## src/rtl/triad_encode.sv

```systemverilog
// triad_encode: serialises one half-strip hit into a three-bit triad
// (start bit, distrip bit, half-strip bit) followed by a programmable dead time.
// Optional feature: define TRIAD_ENCODE_DROPCNT_EN to add the saturating
// drop_cnt output that counts requests discarded while busy.
module triad_encode (
    input  logic        clock,
    input  logic        reset,
    input  logic        inject,
    input  logic [3:0]  h_strip,
    input  logic [3:0]  dead,
    output logic        triad,
    output logic        busy,
    output logic        done
`ifdef TRIAD_ENCODE_DROPCNT_EN
    ,
    output logic [15:0] drop_cnt
`endif
);

    typedef enum logic [2:0] {
        IDLE  = 3'd0,
        START = 3'd1,
        BIT1  = 3'd2,
        BIT2  = 3'd3,
        DEAD  = 3'd4
    } state_t;

    state_t      state;
    logic [1:0]  hit_idx;   // latched hit index k
    logic [3:0]  dead_lat;  // latched dead time for the triad in flight
    logic [3:0]  dead_ctr;  // remaining dead cycles while in DEAD

    logic hit_req;
    assign hit_req = inject && (h_strip != 4'd0);

    // Lowest set bit wins; higher hits in the same channel are ignored.
    function automatic logic [1:0] lowest_hit(input logic [3:0] v);
        if (v[0])      return 2'd0;
        else if (v[1]) return 2'd1;
        else if (v[2]) return 2'd2;
        else           return 2'd3;
    endfunction

    // Sequencer: state and every output are registered together so the
    // outputs never depend combinationally on the inputs.
    always_ff @(posedge clock) begin
        // NOTE: all state here uses non-blocking assignment so every register
        // samples pre-edge values; blocking would create order-dependent races.
        if (reset) begin
            state    <= IDLE;
            triad    <= 1'b0;
            busy     <= 1'b0;
            done     <= 1'b0;
            hit_idx  <= 2'd0;
            dead_lat <= 4'd0;
            dead_ctr <= 4'd0;
        end else begin
            done <= 1'b0;
            case (state)
                IDLE: begin
                    if (hit_req) begin
                        state    <= START;
                        hit_idx  <= lowest_hit(h_strip);
                        dead_lat <= dead;
                        triad    <= 1'b1;
                        busy     <= 1'b1;
                    end else begin
                        triad <= 1'b0;
                        busy  <= 1'b0;
                    end
                end
                START: begin
                    state <= BIT1;
                    triad <= hit_idx[1];
                end
                BIT1: begin
                    state <= BIT2;
                    triad <= hit_idx[0];
                    done  <= 1'b1;
                end
                BIT2: begin
                    triad <= 1'b0;
                    if (dead_lat != 4'd0) begin
                        state    <= DEAD;
                        dead_ctr <= dead_lat;
                        busy     <= 1'b1;
                    end else begin
                        state <= IDLE;
                        busy  <= 1'b0;
                    end
                end
                DEAD: begin
                    triad    <= 1'b0;
                    dead_ctr <= dead_ctr - 4'd1;
                    if (dead_ctr == 4'd1) begin
                        state <= IDLE;
                        busy  <= 1'b0;
                    end
                end
                default: begin
                    state <= IDLE;
                    triad <= 1'b0;
                    busy  <= 1'b0;
                end
            endcase
        end
    end

`ifdef TRIAD_ENCODE_DROPCNT_EN
    // Count valid requests that arrive while a triad is in flight; saturate.
    always_ff @(posedge clock) begin
        if (reset) begin
            drop_cnt <= 16'd0;
        end else if (hit_req && (state != IDLE) && (drop_cnt != 16'hFFFF)) begin
            drop_cnt <= drop_cnt + 16'd1;
        end
    end
`endif

endmodule

```

## config.mk

```make
export PLATFORM = sky130hd
export DESIGN_NAME = triad_encode
export DESIGN_NICKNAME = d
export VERILOG_FILES = /design/src/rtl/triad_encode.sv
export SDC_FILE = /design/constraint.sdc
export NUM_CORES = 1
export LEC_CHECK = 0
export BUFFER_PORTS_ARGS = -buffer_cell sky130_fd_sc_hd__buf_2
export CORE_MARGIN = 1
export CORE_UTILIZATION = 46
export CTS_BUF_LIST = sky130_fd_sc_hd__clkbuf_4 sky130_fd_sc_hd__clkbuf_8
export DETAILED_ROUTE_END_ITERATION = 10
export PLACE_DENSITY = 0.71
export SLEW_MARGIN = 20
export SYNTH_ARGS = -nofsm -noshare
export SYNTH_HDL_FRONTEND = slang
export SYNTH_SLANG_ARGS = --single-unit
```

## constraint.sdc

```tcl
create_clock -name clock -period 1.7 [get_ports clock]
set_clock_uncertainty 0.05 [all_clocks]
set_input_delay 0.085 -clock clock [delete_from_list [all_inputs] [get_ports clock]]
set_output_delay 0.085 -clock clock [all_outputs]
set_load 0.05 [all_outputs]
```

After elaboration in Yosys (flattened, before gate mapping)
Cells that the tools add are included.
Widths: inputs -> output; s select.
{ "totals": {"reg_bits": 16, "in_bits": 11, "output_inout_bits": 3, "wordCells": 42} }
{ "classes": {"add_sub_neg": 1, "eq_ne": 8, "muxes": 15, "bitwise_logic": 1, "reduce_logical": 10} }
{ "ops": {"columns": ["cell", "count"], "rows": [
  ["$pmux 3 s5", 1],
  ["$mux 3", 3],
  ["$pmux 4 s2", 1],
  ["$reduce_and 2->1", 4],
  ["$reduce_bool 4->1", 2],
  ["$eq 3x2->1 const B", 2],
  ["$ne 2x2->1 const B", 3],
  ["$mux 1", 5],
  ["$eq 4x1->1 const B", 1],
  ["$mux 2", 2],
  ["$mux 4", 1],
  ["$pmux 1 s4", 1],
  ["$sub 4x1->4 const B", 1],
  ["$eq 3x1->1 const B", 1],
  ["$eq 3x3->1 const B", 1],
  ["$logic_not 3->1", 1],
  ["$pmux 1 s3", 1],
  ["$reduce_bool 2->1", 1],
  ["$reduce_or 2->1", 1],
  ["$logic_and 1x1->1", 1],
  ["$not 1->1", 1]
]} }

Logic depth before layout (Yosys ltp)
{ "depth": {"depth_word": 4, "mapped_depth": 6, "depth_no_buf": 6} }

Worst setup path before layout
Ideal clock, no wire load.
{ "synth_path": {"path_type": "reg-to-reg", "from": "register state[0]", "to": "register dead_ctr[3]", "setup_time_ns": 0.067, "arrival_time_ns": 1.578, "slack_ns": 0.005, "path_stages_with_launch": 7, "path_buffers": 2, "path_cell_list": "dfxtp_1 -> buf_2 -> or3b_1 -> buf_2 -> or4_4 -> a2bb2oi_2 -> a21oi_2"} }
{ "synth_between": {"elab_chain_cells": 3, "elab_cells_between_ends": 6, "classes_between": "3 x eq/ne; 1 x mux; 2 x reduce/logical"} }
{ "synth_lines": {"columns": ["item", "line", "rtl"], "rows": [
  ["from (decl)", "28", "state_t state;"],
  ["from (signal assigned)", "50", "state <= IDLE;"],
  ["from (signal assigned)", "62", "state <= START;"],
  ["from (signal assigned)", "73", "state <= BIT1;"],
  ["$eq 3x2->1 / $eq 3x3->1 (equally long branches)", "59", "case (state)"],
  ["$ne 2x2->1 (no source line) / $reduce_bool 2->1 (equally long branches)", null, null],
  ["$reduce_and 2->1 (no source line)", null, null],
  ["to (signal assigned)", "85", "dead_ctr <= dead_lat;"],
  ["to (signal assigned)", "94", "dead_ctr <= dead_ctr - 4'd1;"],
  ["to (decl)", "31", "logic [3:0] dead_ctr;"]
]} }
Several ways; a longest one is shown, not always the timed one.
A chain may end at the register's enable or synchronous reset.

Worst setup path after layout
Ends and elaborated chain as after synthesis.

==> flow_summary.ini <==
[global_routing]
grt_antenna_before_repair = 0
grt_usage_pct = 20.6
overflow = 0
grt_max_degree = 17
grt_pass1_vias = 535
grt_pass1_wl_um = 2230

[layout]
diodes = 0
fillers = 134
drive_gt1_share_pct = 27.8
syn_to_final_growth_pct = 22.8
nets = 111

[place]
place_ws_ps = -95.4
hpwl_um = 997
numPortBuffers = 13
place.gp.congestion = 0.718

[timing]
whs_ps = -3.70
setup-tns-final_ps = 0
rsz0062_at_grt = no
fmax_mhz = 623
relSlewSlack_pct = 54.7
finalSetupViolCount = 0
timing.final.crit_share_pct = 94.3
final-hold-violation-count = 1
tightest_slew_ps = 673
setup_ws_ps = 96.1
layout_min_cycle_time_ps = 1600
report.final.slew_viol_count = 0

[clock_network]
clk_pin_slew_worst_paths_ps = 90
cts_setup_buffers = 0
ctsLongestPathBuffers = 2
clkLatencyLatePin_ps = 290
cts_root_buf = clkbuf_4
cts_made_buffers = 3
htree_levels = 1
cts_sinks = 16
cts_tree = built

[detailed_routing]
drt_iter0_drc = 11
drt-wirelength-per-cell_um = 12.1
avgViaCountPerCell = 5.62
final_antenna_net_count = 0
finalWirelength_um = 1350
drc = 0
num_vias = 629
dr.pass1.iters = 4

[critical_path]
crit_type = reg -> reg
critPathArrivalTime_ps = 1780
critical_path.max_fanout = 9
timing.critical_path.cells = or3b_1 > or4_4 > a2bb2oi_2 > a21oi_2
required_ps = 1880
worstSetupEndpointType = register
slowest_delay_ps = 430
r2r_slack_ps = 100
crit_slowest_cell = or4_4
cp-start-kind = register

[logic_synthesis]
yosys-top-cells-area = dfxtp_1 45%, mux2i_1 7.0%, a21oi_1 4.9%
seq_area_frac_synth_pct = 45.0
synth-async-reset-ratio_pct = 0
yosysMostFrequentCell = dfxtp_1
synth_cell_types = 29
synth-edff-count = 0
synth_cells = 78
synth_area_per_cell_um2 = 9.13
syn-num-nets = 91
synth_top_area_cell = dfxtp_1
ys_ff_latch = 16
ys.flop_type = dfxtp_1
synth_top_cell_area_share_pct = 45.0
yosysWarnings = 0
synth_top_cells_by_count = 16 x dfxtp_1, 8 x nor2_1, 7 x a21oi_1
syn-cell-area_um2 = 712

[floorplanning]
initial_core_util_pct = 52.1
num_io_pins = 14
rows = 13
design.core.area_um2 = 1370
die_y_um = 41.3
die_w_um = 41.3
design.die.area_um2 = 1710

[hold_path]
hold_path.class = in -> reg

[power]
power_leakage_nw = 0.383
peakVddDrop_uv = 458
p_per_area_nw_per_um2 = 928

[outcome]
status = finished with violations
violations = negative hold slack

[run]
maxCapViolCount = 0
## metrics by stage
step	total power [mW]	area (um^2)	cells	util, %	hold slack [ps]
after floorplan	0.529	712	78	-	104
after global placement	0.565	800	105	58.5	267
after detailed placement	0.568	800	105	58.5	276
after CTS	0.819	873	112	63.9	1.42
after global routing	0.856	875	112	64.0	13.3
final	0.811	875	112	64.0	-3.70
## registers in the layout, summed over array words and instances, names as in the netlist
name      flops
busy          1
dead_ctr      4
dead_lat      4
done          1
hit_idx       2
state         3
triad         1
## layout by cell type (no fill, tap or decap)
| cell | n |
|---|---|
| or3b_1 | 1 |
| a21oi_1 | 7 |
| o22ai_1 | 1 |
| inv_1 | 6 |
| or4_4 | 1 |
| a21oi_2 | 1 |
| nor4_1 | 2 |
| nor3b_1 | 1 |
| o21ai_0 | 1 |
| nor3_1 | 1 |
| clkbuf_4 | 3 |
| o41ai_1 | 1 |
| dfxtp_2 | 1 |
| or2_2 | 1 |
| o41ai_2 | 1 |
| buf_2 | 13 |
| mux2i_1 | 5 |
| clkbuf_8 | 1 |
| o211ai_1 | 1 |
| ha_1 | 2 |
| or3_1 | 2 |
| dlygate4sd3_1 | 3 |
| a2111oi_0 | 1 |
| buf_4 | 3 |
| dfxtp_1 | 15 |
| nand3_1 | 2 |
| and3b_2 | 1 |
| nand3b_1 | 1 |
| nand2_1 | 4 |
| a2bb2oi_2 | 1 |
| nor2_1 | 8 |
| or4_1 | 1 |
| a31oi_1 | 3 |
| xnor2_1 | 1 |
## cells by family after synthesis
family / count (synthesis) / share of synthesized area, %
AO/OA/AOI/OAI: 18 / 17.2
XOR/XNOR: 1 / 1.23
adder cells (fa/ha/maj): 2 / 3.51
buffers and inverters: 10 / 5.80
flip-flops: 16 / 45.0
multiplexers: 5 / 7.03
AND/OR/NAND/NOR: 26 / 20.2
## critical path: cells and delay by family, from the launching register on
family           cells  cell delay [ps]
AO/OA/AOI/OAI        2              270
AND/OR/NAND/NOR      2              820
flip-flops           1              400
## path summary, 6_finish.rpt
kind              startpoint     endpoint  cells past startpoint
hold reg to reg   hit_idx[1]   hit_idx[1]                      2
setup / recovery    state[0]  dead_ctr[3]                      4
setup reg to reg    state[0]  dead_ctr[3]                      4
hold / removal       dead[3]  dead_lat[3]                      3
## cell type report
type | count | area [um^2] | area share [%]
well taps | 15 | 18.8 | 2.15
flip-flops and latches | 16 | 322 | 36.8
clock buffers | 4 | 36.3 | 4.15
repair buffers | 19 | 118 | 13.4
multi-input cells | 52 | 358 | 40.9
inverters | 6 | 22.5 | 2.58
## where the power goes
group,internal (mW),switching (mW)
Sequential,0.402,0.0256
Combinational,0.0598,0.0783
Clock,0.131,0.115
## what timing repair did
action / 4_1_cts / 5_1_grt
resized for setup: 1 / 1
endpoints found under the setup margin: 6 / 1
endpoints found under the hold margin: 3 / 0
hold buffers: 3 / 0
## layer usage
metal,track usage [%],up-vias,wire length (um)
li1,-,321,-
met1,24.4,291,655
met2,32.4,13,619
met3,7.98,4,56
met4,9.68,0,23
met5,0,-,0
(Power assumes the default switching activity.)
